--- config.mk ---
export PLATFORM = sky130hd
export DESIGN_NAME = instr_fetch
export DESIGN_NICKNAME = d
export VERILOG_FILES = /design/src/rtl/fetch_pkg.sv /design/src/rtl/fetch_pc_reg.sv /design/src/rtl/instr_fetch.sv
export SDC_FILE = /design/constraint.sdc
export NUM_CORES = 1
export LEC_CHECK = 0
export ABC_AREA = 1
export BUFFER_PORTS_ARGS = -buffer_cell sky130_fd_sc_hd__buf_4
export CAP_MARGIN = 20
export CORE_UTILIZATION = 40
export DETAILED_ROUTE_END_ITERATION = 10
export PLACE_DENSITY = 0.68
export SETUP_SLACK_MARGIN = 0.2
export SLEW_MARGIN = 40
export SYNTH_ARGS = -nofsm -noshare
export SYNTH_HDL_FRONTEND = slang
export SYNTH_SLANG_ARGS = --single-unit
--- constraint.sdc ---
create_clock -name clk -period 1.4 [get_ports clk]
set_input_delay 0.28 -clock clk [delete_from_list [all_inputs] [get_ports clk]]
set_output_delay 0.28 -clock clk [all_outputs]
set_load 0.05 [all_outputs]
--- src/rtl/fetch_pkg.sv ---
// rtl/fetch_pkg.sv - shared types and constants for the instruction fetch stage
package fetch_pkg;

    typedef enum logic {
        FS_RUN  = 1'b0,
        FS_HALT = 1'b1
    } fetch_state_t;

    localparam logic [31:0] PC_STEP        = 32'd4;
    localparam logic [31:0] PC_READ_OFFSET = 32'd8;
    localparam logic [31:0] HALT_WORD      = 32'h0000_0000;

endpackage

--- src/rtl/fetch_pc_reg.sv ---
// rtl/fetch_pc_reg.sv - program counter register with redirect/step/hold next-PC mux
module fetch_pc_reg
    import fetch_pkg::*;
#(
    parameter logic [31:0] RESET_PC = 32'h0000_0000
) (
    input  logic        clk,
    input  logic        rst_n,
    input  logic        advance,
    input  logic        redirect_valid,
    input  logic [31:0] redirect_pc,
    output logic [31:0] pc
);

    // Byte-offset bits of the branch target are dropped; targets are word aligned.
    logic unused_offset_bits;
    assign unused_offset_bits = ^redirect_pc[1:0];

    always_ff @(posedge clk or negedge rst_n) begin
        if (!rst_n) begin
            pc <= RESET_PC;
        end else if (redirect_valid) begin
            pc <= {redirect_pc[31:2], 2'b00};
        end else if (advance) begin
            pc <= pc + PC_STEP;
        end
    end

endmodule

--- src/rtl/instr_fetch.sv ---
// rtl/instr_fetch.sv - fetch stage top: FSM and output register; FETCH_HALT_ON_ZERO_EN enables halt on zero word
module instr_fetch
    import fetch_pkg::*;
#(
    parameter int          ADDR_BITS  = 8,
    parameter int          DATA_WIDTH = 32,
    parameter logic [31:0] RESET_PC   = 32'h0000_0000
) (
    input  logic                  clk,
    input  logic                  rst_n,
    output logic [ADDR_BITS-1:0]  rom_addr,
    input  logic [DATA_WIDTH-1:0] rom_data,
    input  logic                  redirect_valid,
    input  logic [31:0]           redirect_pc,
    output logic                  if_valid,
    input  logic                  if_ready,
    output logic [DATA_WIDTH-1:0] if_instr,
    output logic [31:0]           if_pc,
    output logic [31:0]           if_pc_plus8,
    output logic                  halted
);

    fetch_state_t state_q;
    fetch_state_t state_d;
    logic [31:0]  pc;
    logic         can_load;
    logic         load;
    logic         halt_hit;
    logic         zero_word;

    fetch_pc_reg #(
        .RESET_PC (RESET_PC)
    ) u_pc_reg (
        .clk            (clk),
        .rst_n          (rst_n),
        .advance        (load),
        .redirect_valid (redirect_valid),
        .redirect_pc    (redirect_pc),
        .pc             (pc)
    );

    assign rom_addr    = pc[ADDR_BITS+1:2];
    assign if_pc_plus8 = if_pc + PC_READ_OFFSET;
    assign can_load    = (state_q == FS_RUN) && (!if_valid || if_ready);

`ifdef FETCH_HALT_ON_ZERO_EN
    assign zero_word = (rom_data == DATA_WIDTH'(HALT_WORD));
    assign halted    = (state_q == FS_HALT);
`else
    assign zero_word = 1'b0;
    assign halted    = 1'b0;
`endif

    always_ff @(posedge clk or negedge rst_n) begin
        if (!rst_n) begin
            state_q <= FS_RUN;
        end else begin
            state_q <= state_d;
        end
    end

    // Redirect outranks everything, including halt entry on the same cycle.
    always_comb begin
        state_d  = state_q;
        load     = 1'b0;
        halt_hit = 1'b0;
        if (redirect_valid) begin
            state_d = FS_RUN;
        end else if (can_load) begin
            if (zero_word) begin
                halt_hit = 1'b1;
                state_d  = FS_HALT;
            end else begin
                load = 1'b1;
            end
        end
    end

    always_ff @(posedge clk or negedge rst_n) begin
        if (!rst_n) begin
            if_valid <= 1'b0;
            if_instr <= '0;
            if_pc    <= '0;
        end else if (redirect_valid) begin
            if_valid <= 1'b0;
        end else if (load) begin
            if_valid <= 1'b1;
            if_instr <= rom_data;
            if_pc    <= pc;
        end else if (halt_hit) begin
            if_valid <= 1'b0;
        end else if ((state_q == FS_HALT) && if_ready) begin
            if_valid <= 1'b0;
        end
    end

endmodule

==> results of run 1 <==
==> logic make-up after synthesis <==
family	synth area share, %
AO/OA/AOI/OAI	8.25
XOR/XNOR	3.82
adder cells (fa/ha/maj)	0.474
buffers and inverters	8.13
flip-flops	44.1
other	0.0710
AND/OR/NAND/NOR	35.2
==> synth_stat cells, types with 6 or more instances <==
| cell type | count | area (um^2) |
|---|---|---|
| nor2_4 | 7 | 78.8 |
| dfrtp_1 | 93 | 2330 |
| nand3_2 | 7 | 70.1 |
| buf_2 | 16 | 80.1 |
| xor2_1 | 23 | 201 |
| nor2_1 | 53 | 199 |
| o211ai_1 | 7 | 52.6 |
| nand2_1 | 217 | 815 |
| a21oi_1 | 9 | 45.0 |
| inv_1 | 55 | 206 |
| nor3_1 | 15 | 75.1 |
| o21ai_0 | 23 | 115 |
| buf_4 | 15 | 113 |
| nand3_1 | 54 | 270 |
| nand2_2 | 6 | 37.5 |
| a22oi_1 | 19 | 143 |
| nand4_1 | 13 | 81.3 |
| nor2_2 | 11 | 68.8 |
==> through the flow <==
stage	hold slack, ns	cells	TNS, ns	cell area [um^2]
after floorplan	-0.0156	682	-11.84	6060
after global placement	0.186	1107	-6.18	8180
after detailed placement	0.191	1107	-7.10	8180
after CTS	0.119	1213	-18.82	11000
==> metal layers <==
metal / overflow / global-route usage [%]
met1: 0 / 66.5
met2: 5 / 87.6
met3: 0 / 47.6
met4: 1 / 61.0
met5: 0 / 22.2
==> what timing repair did <==
action,4_1_cts
hold buffers,1
gates resized for setup,392
pin swaps,63
setup endpoints to repair,189
cloned,15
hold endpoints to repair,20
setup buffers,74
==> summary.md, run 1 <==
| Metric | Value |
|---|---|
| Pin count of the biggest net entering global routing | `41` |
| Global placer's final weighted congestion | `0.941` |
| Cell variety after synth | `38` |
| Synthesized netlist cell count | `678` |
| Clk root buf | `clkbuf_16` |
| Total number of yosys warnings | `0` |
| Number of enable-type register cells in the synthesized netlist | `0` |
| Asr flop ratio synth | `100%` |
| Clock sink total | `93` |
| Flip-flop and latch count after synthesis | `93` |
| Result of the run | `did not finish` |
| CTS Buf Count | `9` |
| Number of levels in the clock H-tree | `3` |
| End pin of the worst setup path after global-route repair | `if_pc_plus8[16]` |
| Hpwl dp | `13000 um` |
| Synth Cell Area | `5280 um^2` |
| Avg Inst Size Synth | `7.79 um^2` |
| Number of primary I/O pins | `174` |
| Kind of the worst endpoint | `primary output` |
| Overall track demand over capacity in global routing | `66.3%` |
| Ys flop type | `dfrtp_1` |
| Share of the yosys chip area belonging to registers | `44.1%` |
| Final global-route overflow total | `6` |
| Die height | `117 um` |
| Worst slack, placed | `-0.385 ns` |
| Stage reached | `global routing` |
| Deepest clock path buffer count | `2` |
| Effective utilization at floorplan | `41.5%` |
| Port Buffer Count | `166` |
| Die boundary width | `117 um` |
| Number of rows created at floorplan | `41` |
| First error line in the log | `[ERROR GRT-0232] Routing congestion too high. Check the congestion heatmap in the GUI.` |
==> run 2, diff against run 1 <==
--- a/config.mk
+++ b/config.mk
@@ -8,10 +8,9 @@
 export ABC_AREA = 1
 export BUFFER_PORTS_ARGS = -buffer_cell sky130_fd_sc_hd__buf_4
 export CAP_MARGIN = 20
-export CORE_UTILIZATION = 40
+export CORE_UTILIZATION = 25
 export DETAILED_ROUTE_END_ITERATION = 10
-export PLACE_DENSITY = 0.68
-export SETUP_SLACK_MARGIN = 0.2
+export PLACE_DENSITY_LB_ADDON = 0.15
 export SLEW_MARGIN = 40
 export SYNTH_ARGS = -nofsm -noshare
 export SYNTH_HDL_FRONTEND = slang
==> constraint.sdc (replaced) <==
create_clock -name clk -period 1.8 [get_ports clk]
set_input_delay 0.36 -clock clk [delete_from_list [all_inputs] [get_ports clk]]
set_output_delay 0.36 -clock clk [all_outputs]
set_load 0.05 [all_outputs]
==> summary.md, run 2 <==
| Metric | Value |
|---|---|
| Result of the run | `complete, but fails checks` |
| Failing checks | `negative setup slack` |
| Flip-flop and latch count after synthesis | `93 (unchanged)` |
| Biggest area contributors in the synthesized netlist | `dfrtp_1 44%, nand2_1 15%, nand3_1 5.1%` |
| Number of primary I/O pins | `174 (unchanged)` |
| Hold Path Cell Cnt | `3` |
| Max-slew violation count | `0` |
| Top post-synthesis cells by count | `217 x nand2_1, 93 x dfrtp_1, 55 x inv_1` |
| Overall via count from detail_route | `5291` |
| Layout area overhead | `67.8%` |
| RSZ-0062 raised after global routing | `true` |
| Hold/Removal Path Class | `in -> reg` |
| Number of flip-flops under the largest register name | `32` |
| Post-DR wirelength/cell | `14.6 um` |
| Worst reg2reg setup slack | `0.19 ns` |
| PnR worst setup slack | `-0.426 ns` |
| Maximum achievable frequency | `449 MHz` |
| Classification of the worst setup path | `reg -> out` |
| Max cap viols | `0` |
| Top-area cell type share of the netlist area | `44.1% (unchanged)` |
| Overall track demand over capacity in global routing | `16.7%` |
| Maximum ir drop on the vdd rail | `437 uV` |
| Compound-cell area share of the yosys netlist | `8.25% (unchanged)` |
| Global placer's final weighted congestion | `0.843 (-10%)` |
| Fraction of final layout cells with drive strength greater than 1 | `48.5%` |
| Synth Cell Area | `5280 um^2 (unchanged)` |
| Post-route insts no fill | `1204` |
| Core Util, Final | `43.2%` |
| Worst setup EP type | `primary output` |
| Effective utilization at floorplan | `25.8% (-16 points)` |
| Power Density | `882 nW/um^2` |
| Number of global-route vias before repair | `5116` |
| Xor/xnor share of the synthesized area | `3.82% (unchanged)` |
| Count of nets left with antenna violations after detail routing | `0` |
| Area of the die | `21700 um^2` |
| CTS tree | `done` |
| Avg Vias per Cell | `4.39` |
| Post-synthesis share of cell area spent on full adders, half adders and majority gates | `0.474% (unchanged)` |
| Cell depth of the worst flop-to-flop path | `8` |
| Die height | `147 um (+26%)` |
| Worst hold endpoint | `if_instr[9]` |
| Highest-count cells in the layout ignoring fill and taps | `209 x buf_4, 183 x nand2_1, 68 x dfrtp_1, 51 x buf_6, 48 x nand3_1` |
| Number of rows created at floorplan | `52 (+27%)` |
| Antenna violations before repair | `0` |
| Hpwl dp | `13400 um (+2.9%)` |
| Launching point of the worst reg2reg path | `u_pc_reg.pc[3]` |
| Asr flop ratio synth | `100% (unchanged)` |
| Mux cell area share after synthesis | `0% (unchanged)` |
| Clock sink total | `93 (unchanged)` |
| Net count reported at finish | `999` |
| Synthesized netlist cell count | `678 (unchanged)` |
| Detailed-route DRC error count | `0` |
| CTS Buf Count | `9 (unchanged)` |
| Total number of yosys warnings | `0 (unchanged)` |
| Avg Inst Size Synth | `7.79 um^2 (unchanged)` |
| Die boundary width | `147 um (+26%)` |
| Number of enable-type register cells in the synthesized netlist | `0 (unchanged)` |
| Most frequent standard cell in the layout excluding fill and tap cells | `buf_4` |
| Source-to-sink clock delay at the later pin of the worst-skew pair | `0.36 ns` |
| Critical-path maximum fanout | `3` |
| Largest register by flop count | `if_instr` |
| Ys flop type | `dfrtp_1` |
| Largest registers ranked by flip-flop count | `if_instr (32), if_pc (30), u_pc_reg.pc (30)` |
| Deepest clock path buffer count | `2 (unchanged)` |
| Final setup skew | `0.0124 ns` |
| Dominant cell by count in the synthesized netlist | `nand2_1` |
| Simple-gate share of the synthesized area | `35.2% (unchanged)` |
| Cell accounting for the most synthesized area | `dfrtp_1` |
| Main combinational cell family by area after synthesis | `simple AND/OR/NAND/NOR gates` |
| Worst slack, placed | `-0.183 ns (+0.202 ns)` |
| Initial drt markers | `216` |
| Signal arrival time at the worst endpoint | `1.87 ns` |
| Clk pin slew, worst setup/hold paths | `0.08 ns` |
| Cell variety after synth | `38 (unchanged)` |
| Share of the cycle needed by the critical path after routing | `124%` |
| Final wirelength | `17600 um` |
| Worst r2r dst | `u_pc_reg.pc[28]` |
| Share of the yosys chip area belonging to registers | `44.1% (unchanged)` |
| Final Critical Period | `2.23 ns` |
| Number of levels in the clock H-tree | `3 (unchanged)` |
| Final Hold Viols | `0` |
| Static Leak | `4.34 nW` |
| Wire length of the first global-routing pass | `27800 um` |
| Final global-route overflow total | `0` |
| Setup violations, final | `27` |
| Area of the core | `20500 um^2` |
| Critical hold path startpoint | `rom_data[9]` |
| Pin count of the biggest net entering global routing | `65` |
| Total placed cells including tap cells | `1160 (+4.8%)` |
| DR pass1 iterations | `7` |
| Number of antenna repair diodes | `0` |
| Crit path launch type | `flop` |
| Clk root buf | `clkbuf_16` |
| Data required time at the worst endpoint | `1.44 ns` |
| Port Buffer Count | `166 (unchanged)` |
## run 2: cell counts after synthesis
No cell type changed its count.
## run 2: cell type report
| type | count | area (um^2) |
|---|---|---|
| clock buffer | 10 | 239 |
| clock inverter | 6 | 46.3 |
| fill | 2101 | 11600 |
| inverter | 59 | 231 |
| multi-input combinational | 495 | 3310 |
| sequential | 93 | 2370 |
| tap | 270 | 338 |
| timing repair buffer | 271 | 2330 |
## run 2: kinds of logic after synthesis
group                    Yosys count
AND/OR/NAND/NOR                  396
buffers and inverters             94
flip-flops                        93
AO/OA/AOI/OAI                     69
XOR/XNOR                          23
adder cells (fa/ha/maj)            2
other                              1
## run 2: worst max path at each step
stage          startpoint              end  slack, ns
2_1_floorplan    if_pc[4]  if_pc_plus8[21]      -0.24
3_3_place_gp    if_pc[13]  if_pc_plus8[31]      -0.19
3_5_place_dp    if_pc[13]  if_pc_plus8[31]      -0.18
4_1_cts         if_pc[11]  if_pc_plus8[31]      -0.47
5_1_grt          if_pc[3]  if_pc_plus8[25]      -0.51
6_report         if_pc[3]  if_pc_plus8[25]      -0.43
## run 2: worst max-delay path, cell delays in order, from the launching register on
cell and delay [ns]:
dfrtp_2 0.41, ha_4 0.16, nand2_4 0.07, nor2_4 0.15, nand4_1 0.18, buf_6 0.19
o21ai_4 0.14, nand2_4 0.06, buf_8 0.14
## run 2: report_power, final
| group | total, mW | switching, mW | internal (mW) |
|---|---|---|---|
| Combinational | 3.28 | 2.10 | 1.18 |
| Sequential | 2.67 | 0.297 | 2.37 |
| Clock | 1.87 | 0.886 | 0.983 |
## run 2: layer usage
metal / wire, um / track usage [%] / share of wire, % / vias up
met2: 8040 / 25.4 / 46 / 154
met4: 271 / 5.15 / 1.5 / 0
li1: - / - / - / 2681
met3: 1220 / 4.13 / 6.9 / 17
met1: 8080 / 23.1 / 46 / 2439
met5: 0 / 0 / 0 / -
## run 2: repair_timing
action | in CTS | in global routing
hold endpoints to repair | 21 | 0
pin swaps | 36 | 36
setup buffers | 14 | 15
resized for setup | 114 | 34
hold buffers | 1 | 0
setup endpoints to repair | 27 | 27
## run 2: stage by stage
step           setup TNS, ns  total power, mW  hold slack [ns]  instance area [um^2]
2_1_floorplan          -3.20             4.60           0.0644                  5770
3_3_place_gp           -1.22             5.71            0.311                  7790
4_1_cts                -8.05             7.84            0.188                  8620
3_5_place_dp           -1.16             5.72            0.309                  7790
6_report               -7.92             7.82            0.197                  8860
5_1_grt               -10.52             8.24            0.200                  8860
(Power assumes the default switching activity.)
